<file path="src/rtl/adc_cfg_pkg.sv">
`default_nettype none
// ============================================================================
// adc_cfg_pkg : FSM states and cfg register map for the ADC cfg initiator
// Rev 1.0
// ============================================================================
package adc_cfg_pkg;

  typedef enum logic [1:0] {
    ST_IDLE  = 2'd0,
    ST_ISSUE = 2'd1,
    ST_RESP  = 2'd2
  } cfg_init_state_e;

  localparam logic [10:0] CFG_ADDR_FLAGS_EN   = 11'h0FC;
  localparam logic [10:0] CFG_ADDR_FLAGS_DATA = 11'h0FD;

  // Reads drive zero on the data lines so the responder never sees stale write data.
  function automatic logic [31:0] cfg_beat_data(input logic rwn, input logic [31:0] wdata);
    return rwn ? 32'd0 : wdata;
  endfunction

endpackage
`default_nettype wire

</file>
<file path="src/rtl/adc_cfg_poll_timer.sv">
`default_nettype none
// ============================================================================
// adc_cfg_poll_timer : period counter with a one-deep poll-pending flag
// Rev 1.0
// ============================================================================
module adc_cfg_poll_timer #(
  parameter int POLL_PERIOD_W = 16
) (
  input  logic                     clk,
  input  logic                     rst,
  input  logic                     i_en,
  input  logic [POLL_PERIOD_W-1:0] i_period,
  input  logic                     i_clr,
  output logic                     o_pending
);

  logic [POLL_PERIOD_W-1:0] r_cnt;
  logic                     r_pending;
  logic                     w_expire;

  assign w_expire  = (r_cnt == i_period);
  assign o_pending = r_pending;

  // A fresh expiry outranks the consume strobe so no period is ever lost.
  always_ff @(posedge clk) begin
    if (rst || !i_en) begin
      r_cnt     <= '0;
      r_pending <= 1'b0;
    end else begin
      r_cnt <= w_expire ? '0 : r_cnt + 1'b1;
      if (w_expire) begin
        r_pending <= 1'b1;
      end else if (i_clr) begin
        r_pending <= 1'b0;
      end
    end
  end

endmodule
`default_nettype wire

</file>
<file path="src/rtl/adc_cfg_initiator.sv">
`default_nettype none
// ============================================================================
// adc_cfg_initiator : host/poll requests to single-beat cfg bus transactions
// Rev 1.0
// ============================================================================
module adc_cfg_initiator
  import adc_cfg_pkg::*;
#(
  parameter int CFG_AWIDTH     = 11,
  parameter int TIMEOUT_CYCLES = 16,
  parameter int POLL_PERIOD_W  = 16
) (
  input  logic                     clk_i,
  input  logic                     rst_i,
  input  logic                     req_valid_i,
  output logic                     req_ready_o,
  input  logic [CFG_AWIDTH-1:0]    req_addr_i,
  input  logic [31:0]              req_wdata_i,
  input  logic                     req_rwn_i,
  output logic                     rsp_valid_o,
  input  logic                     rsp_ready_i,
  output logic [31:0]              rsp_rdata_o,
  output logic                     rsp_err_o,
  input  logic                     poll_en_i,
  input  logic [CFG_AWIDTH-1:0]    poll_addr_i,
  input  logic [POLL_PERIOD_W-1:0] poll_period_i,
  output logic                     poll_evt_o,
  output logic [31:0]              poll_data_o,
  output logic                     cfg_valid_o,
  output logic                     cfg_rwn_o,
  output logic [CFG_AWIDTH-1:0]    cfg_addr_o,
  output logic [31:0]              cfg_data_o,
  input  logic [31:0]              cfg_data_i,
  input  logic                     cfg_ready_i
);

  localparam int TCNT_W = (TIMEOUT_CYCLES > 1) ? $clog2(TIMEOUT_CYCLES) : 1;
  localparam logic [TCNT_W-1:0] c_TMAX = TCNT_W'(TIMEOUT_CYCLES - 1);

  cfg_init_state_e         r_state;
  logic                    r_src_poll;
  logic [CFG_AWIDTH-1:0]   r_addr;
  logic                    r_rwn;
  logic [31:0]             r_cfg_wdata;
  logic [TCNT_W-1:0]       r_tcnt;
  logic [31:0]             r_rdata;
  logic                    r_err;
  logic                    r_poll_evt;
  logic [31:0]             r_poll_data;
  logic                    w_poll_pending;
  logic                    w_poll_take;

  assign w_poll_take = (r_state == ST_IDLE) && !req_valid_i && w_poll_pending;

  adc_cfg_poll_timer #(
    .POLL_PERIOD_W (POLL_PERIOD_W)
  ) u_poll_timer (
    .clk       (clk_i),
    .rst       (rst_i),
    .i_en      (poll_en_i),
    .i_period  (poll_period_i),
    .i_clr     (w_poll_take),
    .o_pending (w_poll_pending)
  );

  always_ff @(posedge clk_i) begin
    if (rst_i) begin
      r_state     <= ST_IDLE;
      r_src_poll  <= 1'b0;
      r_addr      <= '0;
      r_rwn       <= 1'b0;
      r_cfg_wdata <= '0;
      r_tcnt      <= '0;
      r_rdata     <= '0;
      r_err       <= 1'b0;
      r_poll_evt  <= 1'b0;
      r_poll_data <= '0;
    end else begin
      r_poll_evt <= 1'b0;
      case (r_state)
        ST_IDLE: begin
          r_tcnt <= '0;
          if (req_valid_i) begin
            r_addr      <= req_addr_i;
            r_rwn       <= req_rwn_i;
            r_cfg_wdata <= cfg_beat_data(req_rwn_i, req_wdata_i);
            r_src_poll  <= 1'b0;
            r_state     <= ST_ISSUE;
          end else if (w_poll_pending) begin
            r_addr      <= poll_addr_i;
            r_rwn       <= 1'b1;
            r_cfg_wdata <= '0;
            r_src_poll  <= 1'b1;
            r_state     <= ST_ISSUE;
          end
        end
        ST_ISSUE: begin
          if (cfg_ready_i) begin
            if (r_src_poll) begin
              if (cfg_data_i != 32'd0) begin
                r_poll_data <= cfg_data_i;
                r_poll_evt  <= 1'b1;
              end
              r_state <= ST_IDLE;
            end else begin
              r_rdata <= r_rwn ? cfg_data_i : 32'd0;
              r_err   <= 1'b0;
              r_state <= ST_RESP;
            end
          end else if (r_tcnt == c_TMAX) begin
            // A timed-out poll is dropped silently; only host requests report errors.
            if (r_src_poll) begin
              r_state <= ST_IDLE;
            end else begin
              r_rdata <= 32'd0;
              r_err   <= 1'b1;
              r_state <= ST_RESP;
            end
          end else begin
            r_tcnt <= r_tcnt + 1'b1;
          end
        end
        ST_RESP: begin
          if (rsp_ready_i) begin
            r_state <= ST_IDLE;
          end
        end
        default: r_state <= ST_IDLE;
      endcase
    end
  end

  assign req_ready_o = (r_state == ST_IDLE);
  assign cfg_valid_o = (r_state == ST_ISSUE);
  assign rsp_valid_o = (r_state == ST_RESP);
  assign cfg_rwn_o   = r_rwn;
  assign cfg_addr_o  = r_addr;
  assign cfg_data_o  = r_cfg_wdata;
  assign rsp_rdata_o = r_rdata;
  assign rsp_err_o   = r_err;
  assign poll_evt_o  = r_poll_evt;
  assign poll_data_o = r_poll_data;

endmodule
`default_nettype wire

</file>
<file path="config.mk">
export PLATFORM = sky130hd
export DESIGN_NAME = adc_cfg_initiator
export DESIGN_NICKNAME = d
export VERILOG_FILES = /design/src/rtl/adc_cfg_pkg.sv /design/src/rtl/adc_cfg_poll_timer.sv /design/src/rtl/adc_cfg_initiator.sv
export SDC_FILE = /design/constraint.sdc
export NUM_CORES = 1
export LEC_CHECK = 0
export BUFFER_PORTS_ARGS = -buffer_cell sky130_fd_sc_hd__clkbuf_2
export CAP_MARGIN = 25
export CORE_MARGIN = 4
export CORE_UTILIZATION = 38
export DETAILED_ROUTE_END_ITERATION = 6
export GPL_ROUTABILITY_DRIVEN = 1
export GPL_TIMING_DRIVEN = 0
export PLACE_DENSITY = 0.7
export SYNTH_ARGS = -nofsm -noshare
export SYNTH_HDL_FRONTEND = slang
export SYNTH_SLANG_ARGS = --single-unit
export TNS_END_PERCENT = 10
</file>
<file path="constraint.sdc">
create_clock -name clk_i -period 1.85 [get_ports clk_i]
set_input_delay 0.185 -clock clk_i [delete_from_list [all_inputs] [get_ports clk_i]]
set_output_delay 0.185 -clock clk_i [all_outputs]
set_load 0.05 [all_outputs]
</file>
== After elaboration in Yosys (flattened, before gate mapping) ==
Cells that the tools add are included.
Widths: inputs -> output; s select.

* Output and inout bits: 113
* Logic and storage cells: 74
* Bits in registers: 134
* Bits of input ports: 109

* Add/sub/neg operators: 2
* Bitwise logic cells: 3
* Reduce and logical (&&, ||, !) cells: 18
* Eq/ne operators: 9
* Muxes and demuxes: 30

{| class="wikitable"
|+ Operators with widths
! kind !! number
|-
| $mux 32 || 8
|-
| $reduce_bool 32->1 || 1
|-
| $mux 11 || 2
|-
| $add 16x1->16 const B || 1
|-
| $eq 16x16->1 || 1
|-
| $mux 2 || 6
|-
| $mux 1 || 10
|-
| $reduce_and 3->1 || 3
|-
| $mux 4 || 2
|-
| $pmux 4 s2 || 1
|-
| $reduce_bool 2->1 || 4
|-
| $pmux 2 s3 || 1
|-
| $add 4x1->4 const B || 1
|-
| $eq 4x4->1 const B || 1
|-
| $ne 2x2->1 const B || 2
|-
| $reduce_and 4->1 || 1
|-
| $reduce_or 4->1 || 1
|-
| $ne 3x1->1 const B || 1
|-
| $ne 3x2->1 const B || 1
|-
| $not 1->1 || 3
|-
| $eq 2x1->1 const B || 1
|-
| $eq 2x2->1 const B || 1
|-
| $logic_and 1x1->1 || 2
|-
| $logic_not 1->1 || 2
|-
| 5 further kinds || 5
|}

== Depth between registers and ports, before layout ==
* Word-level depth: 5
* Mapped depth: 7
* Mapped depth without buffers: 5

== By module ==
From an unflattened synthesis, not the netlist that was laid out.

* Cell total of the unflattened synthesis: 607
* Area, all modules: 5730.5 µm²

{| class="wikitable"
|+ Modules (own cells, without submodules)
! module !! area each (µm²) !! cells each !! instances
|-
| adc_cfg_initiator || 4784.6 || 507 || 1
|-
| adc_cfg_poll_timer || 945.9 || 100 || 1
|}

== Least setup slack after synthesis ==
No wires, ideal clock.

* Kind: register -> register
* Start: reg r_state[0]
* End: reg r_poll_data[10], in the netlist poll_data_o[10]
* Slack: -0.325 ns
* Cell stages (with the launch flop): 7
* Arrival: 2.104 ns
* Path buffers: 3
* Cells stage by stage: dfxtp_1 -> buf_2 -> nor2b_1 -> o2111a_1 -> buf_2 -> buf_4 -> mux2i_1

* Word-level cells in the longest chain between the ends: 2

{| class="wikitable"
|+ RTL lines
! element !! line !! text
|-
| start, declared || adc_cfg_initiator.sv:40 || <nowiki>cfg_init_state_e r_state;</nowiki>
|-
| start signal, assigned || adc_cfg_initiator.sv:68 || <nowiki>r_state <= ST_IDLE;</nowiki>
|-
| start signal, assigned || adc_cfg_initiator.sv:88 || <nowiki>r_state <= ST_ISSUE;</nowiki>
|-
| start signal, assigned || adc_cfg_initiator.sv:94 || <nowiki>r_state <= ST_ISSUE;</nowiki>
|-
| $eq 2x1->1 || n/a ||
|-
| named net cfg_valid_o || adc_cfg_initiator.sv:29 || <nowiki>output logic cfg_valid_o,</nowiki>
|-
| $reduce_and 4->1 (no source line) || n/a ||
|-
| end signal, assigned || adc_cfg_initiator.sv:101 || <nowiki>r_poll_data <= cfg_data_i;</nowiki>
|-
| end, declared || adc_cfg_initiator.sv:49 || <nowiki>logic [31:0] r_poll_data;</nowiki>
|}

The timed path passes the listed nets, and every way through them passes these cells.
A chain may end at the register's enable or synchronous reset.

== Worst setup path in the final report ==
* Start: reg u_poll_timer.r_cnt[8]
* End: reg u_poll_timer.r_cnt[9]

* Word-level cells in the longest chain between the ends: 2
* Elaborated cells between the ends (all ways): 3

{| class="wikitable"
|+ RTL lines
! element !! line !! text
|-
| start, declared || adc_cfg_poll_timer.sv:17 || <nowiki>logic [POLL_PERIOD_W-1:0] r_cnt;</nowiki>
|-
| start signal, assigned || adc_cfg_poll_timer.sv:30 || <nowiki>r_cnt <= w_expire ? '0 : r_cnt + 1'b1;</nowiki>
|-
| branches (longest 2 deep; another with $add 16x1->16) || n/a ||
|}

Several ways; the timed one is not identified.

==> impl.org <==
** Placement
- Number of I/O port buffers :: 220
- Half-perimeter wire length after detailed placement :: 12.34 mm
- Routability-driven placement congestion ratio :: 0.7848
- Prior to clock tree synthesis, the placed netlist has a worst setup slack of -196.3 ps.
- In this run, placement finished with an instance count of 1005.
- Instance area at placement :: 6948 um2

** Yosys
- Fraction of the yosys area taken by sequential cells :: 0.4780
- Unique cell type count in the Yosys netlist :: 45
- Ranked by total cell area, the synthesized netlist is headed by sky130_fd_sc_hd__dfxtp_1 48%, sky130_fd_sc_hd__mux2i_1 7.7%, sky130_fd_sc_hd__nand2b_1 7.5%.
- Share of synthesized flip-flops with an asynchronous set or reset :: 0
- Counting every net in the synthesized netlist gives 712.
- Of all cell types, the one taking the most synthesized area is sky130_fd_sc_hd__dfxtp_1.
- Flops & latches, synth :: 134
- Number of instances in the synthesized netlist :: 601
- The cell area that synthesis handed to floorplanning was 5612 um2.
- For this run, the leading register cell type out of synthesis is sky130_fd_sc_hd__dfxtp_1.
- A synthesized cell averages 9.337 um2.
- Warning count from the yosys run :: 0
- Area share of the leading cell type in the synthesized netlist :: 0.4780
- Number of enable-type register cells in the synthesized netlist :: 0

** STA
- At the pin with the least slew margin, the transition time is 643.7 ps.
- The worst path in the final design needs a cycle of 1744 ps, including I/O delays and setup.
- Final setup vio count :: 0
- Of the available clock period, the critical path in the final layout requires 0.9428.
- The final hold violation count is 0.
- The worst pin sits at a relative slew slack of 0.5709.
- Worst clock skew :: 11.49 ps
- Final slew viol count :: 0
- Across all hold checks on the routed design, the worst slack comes to 15.96 ps.
- Setup total negative slack on the finished layout was measured at 0 ps.
- For this run, the top clock speed supported by timing is 0.5733 GHz.
- Setup repair after global routing missed its margin :: true
- Setup slack closes at 105.7 ps.

** Clock network
- TritonCTS built the clock tree.
- Clock input transition at the sequential cells of the worst setup and hold paths :: 60 ps
- Later-pin clock latency in the skew report :: 420 ps
- Clock tree synthesis selected as its root buffer the cell sky130_fd_sc_hd__clkbuf_16.
- The H-tree was split into 4 levels.
- Clk buf depth :: 2
- Clock net sink count :: 134
- Number of clock buffers inserted by TritonCTS :: 17

** Critical path
- Worst Setup Start Kind :: flop
- CP peak stage delay :: 560 ps
- Along the worst path, the maximum fanout reaches 10.
- Worst path arrival time :: 2030 ps
- STA puts the critical path data required time at 2140 ps.
- Critical path, cell by cell :: xnor2_1, nand4_1, nor4_4, buf_6, nor3_1
- The critical path is of the reg2reg type.
- Top delay family on crit path :: simple AND/OR/NAND/NOR gates
- Master of the slowest instance on the critical path :: sky130_fd_sc_hd__nor4_4
- The worst setup path is captured at a flop.
- Number of buffers and inverters on the critical path :: 1

** Finish
- Top library cells by usage in the layout, fill and taps aside :: 221 x sky130_fd_sc_hd__clkbuf_2, 131 x sky130_fd_sc_hd__dfxtp_1, 67 x sky130_fd_sc_hd__nand2b_1
- Across the whole layout, storage elements account for 2686 um2.
- Cell area after layout :: 7814 um2
- Compared with the post-synthesis result, the final layout area differs by 39.24%.
- For this run, the share of the core covered by cells in the final layout is 0.5397.
- The final layout contains 977 nets.
- Fill cells in the final layout number 1366.
- In the final layout, the share of cells above drive strength 1 is 0.3280.
- 0 antenna diodes ended up in the layout.
- The count of cells in the finished layout, fillers not included, comes to 1062.
- The library cell used most frequently in the layout, excluding fill and tap cells, is sky130_fd_sc_hd__clkbuf_2.
- Total area of multi-input combinational cells :: 2744 um2

** Pwr
- The internal portion of the total power is 5.128 mW.
- Of the total power, the clock network draws 0.442.
- The share of total power dissipated in combinational logic is 0.130.
- Of the total power, the share spent switching nets is 0.2692.
- Seq pwr share :: 0.427
- The completed layout was analyzed and its total power is 7.016 mW.
- Power density over the cells :: 897.9 nW/um2
- IR analysis of the VDD net gives a maximum drop of 0.6023 mV.
- Power spent charging and discharging nets :: 1.889 mW
- In this run the static leakage power is 3.235 nW.

** Floorplan
- The initial utilization of the core area, before any placement, comes to 0.3876.
- Row cnt :: 44
- 222 I/O pins were placed.
- The die is 129.5 um tall.
- Horizontal die dimension :: 129.5 um
- After floorplanning, the core was sized to cover 14480 um2.
- Die area :: 16780 um2

** Routing
- Wires add up to 17.01 mm.
- Detailed routing inserted a total of 5368 vias.
- Drt initial violations :: 211
- First drt pass iteration count :: 5
- Drt drc :: 0
- Number of nets still failing antenna checks after routing :: 0
- In the routed layout, each cell is associated on average with a via count of 5.055.
- Wire length per cell after detailed routing :: 16.01 um

** GRT
- First-pass GRT wire length :: 26.87 mm
- The via count of the first global-routing pass came to 5234.
- Largest net degree at the start of global routing :: 17
- Total routing resource utilization after global routing :: 0.2017
- The layer flagged by global routing as most heavily used is met2.
- Met2 global-route usage :: 0.3335
- Met3 Track Usage GR :: 0.05029
- Met1 Use GR :: 0.2545
- Number of antenna violations at the first check in global routing :: 0
- Total congestion overflow after global routing :: 0

** Min path
- Type of the most critical hold path :: in2reg

** Status
- Result of the run :: complete, no violations

** Job
- Across the run, the number of max-cap violations was 0.
[path summary, 6_finish.rpt]
| path | from | end | slack, ps | cells after the start |
|---|---|---|---|---|
| setup reg to reg | u_poll_timer.r_cnt[8]$_SDFF_PP0_ | u_poll_timer.r_cnt[9]$_SDFF_PP0_ | 110 | 5 |
| hold / removal | req_wdata_i[12] | cfg_data_o[12]$_SDFFE_PP0P_ | 20 | 3 |
| setup / recovery | u_poll_timer.r_cnt[8]$_SDFF_PP0_ | u_poll_timer.r_cnt[9]$_SDFF_PP0_ | 110 | 5 |
| hold reg to reg | rsp_rdata_o[28]$_SDFFE_PP0P_ | rsp_rdata_o[28]$_SDFFE_PP0P_ | 450 | 2 |
[Yosys cell counts, types with 2 or more instances]
library cell / instances
sky130_fd_sc_hd__dfxtp_1: 134
sky130_fd_sc_hd__nand2b_1: 67
sky130_fd_sc_hd__nor2_1: 58
sky130_fd_sc_hd__mux2i_1: 43
sky130_fd_sc_hd__a22oi_1: 40
sky130_fd_sc_hd__nand4_1: 36
sky130_fd_sc_hd__nand2_1: 32
sky130_fd_sc_hd__a21oi_1: 31
sky130_fd_sc_hd__clkbuf_1: 30
sky130_fd_sc_hd__xnor2_1: 22
sky130_fd_sc_hd__nor3_1: 18
sky130_fd_sc_hd__buf_2: 14
sky130_fd_sc_hd__a211oi_1: 13
sky130_fd_sc_hd__nor4_1: 9
sky130_fd_sc_hd__xor2_1: 6
sky130_fd_sc_hd__buf_4: 5
sky130_fd_sc_hd__nand3_1: 5
sky130_fd_sc_hd__nor2b_1: 4
sky130_fd_sc_hd__a221oi_1: 2
sky130_fd_sc_hd__and4_1: 2
sky130_fd_sc_hd__buf_1: 2
sky130_fd_sc_hd__ha_1: 2
sky130_fd_sc_hd__inv_1: 2
sky130_fd_sc_hd__nor3b_1: 2
sky130_fd_sc_hd__o21ai_0: 2
[cell families after synthesis]
logic type      count (synthesis)  share of synthesized area
compound gates                 95                     0.1146
xor+xnor                       28                    0.04370
fa+ha+maj                       2                   0.004459
buf+inv                        53                    0.04192
flops                         134                     0.4780
mux                            44                    0.07871
simple gates                  245                     0.2386
[power by group through the flow]
stage | sequential [mW] | clock (mW) | combinational, mW
floorplan | 3.27 | 0 | 0.326
global placement | 3.06 | 0 | 0.854
detailed placement | 3.06 | 0 | 0.861
CTS | 2.99 | 3.15 | 0.912
global route | 3.00 | 3.28 | 0.991
finish | 3.00 | 3.10 | 0.915
[sequential cells by signal (all words and copies together), names as in the netlist]
register and cells:
r_src_poll 1, r_tcnt 4, cfg_data_o 32, u_poll_timer.o_pending 1
rsp_err_o 1, cfg_rwn_o 1, r_state 2, poll_evt_o 1
u_poll_timer.r_cnt 16, poll_data_o 32, cfg_addr_o 11, rsp_rdata_o 32
[cell type report]
class,instances,area share
sequential,134,0.3438
tap,184,0.02946
multi-input combinational,414,0.3512
clock inverter,10,0.01057
clock buffer,21,0.05765
timing repair buffer,246,0.1750
inverter,2,0.0009608
buffer,51,0.03139
[per-layer routing]
layer / vias to the layer above / wire length, um
li1: 2657 / -
met1: 2493 / 7544
met2: 189 / 7895
met3: 29 / 1205
met4: 0 / 361
met5: - / 0
[worst min-delay path, delay by kind of cell]
kind                   cells  cell delay, ps
and+or+nand+nor            1              90
buffers and inverters      1              70
AOI/OAI and AO/OA          1              50
[what timing repair did]
item,CTS,global route
endpoints found under the hold margin,25,0
pin swaps,0,3
resized for setup,9,13
buffers inserted,0,1
setup endpoints to repair,61,101
hold buffers,25,0
(Power assumes the default switching activity.)
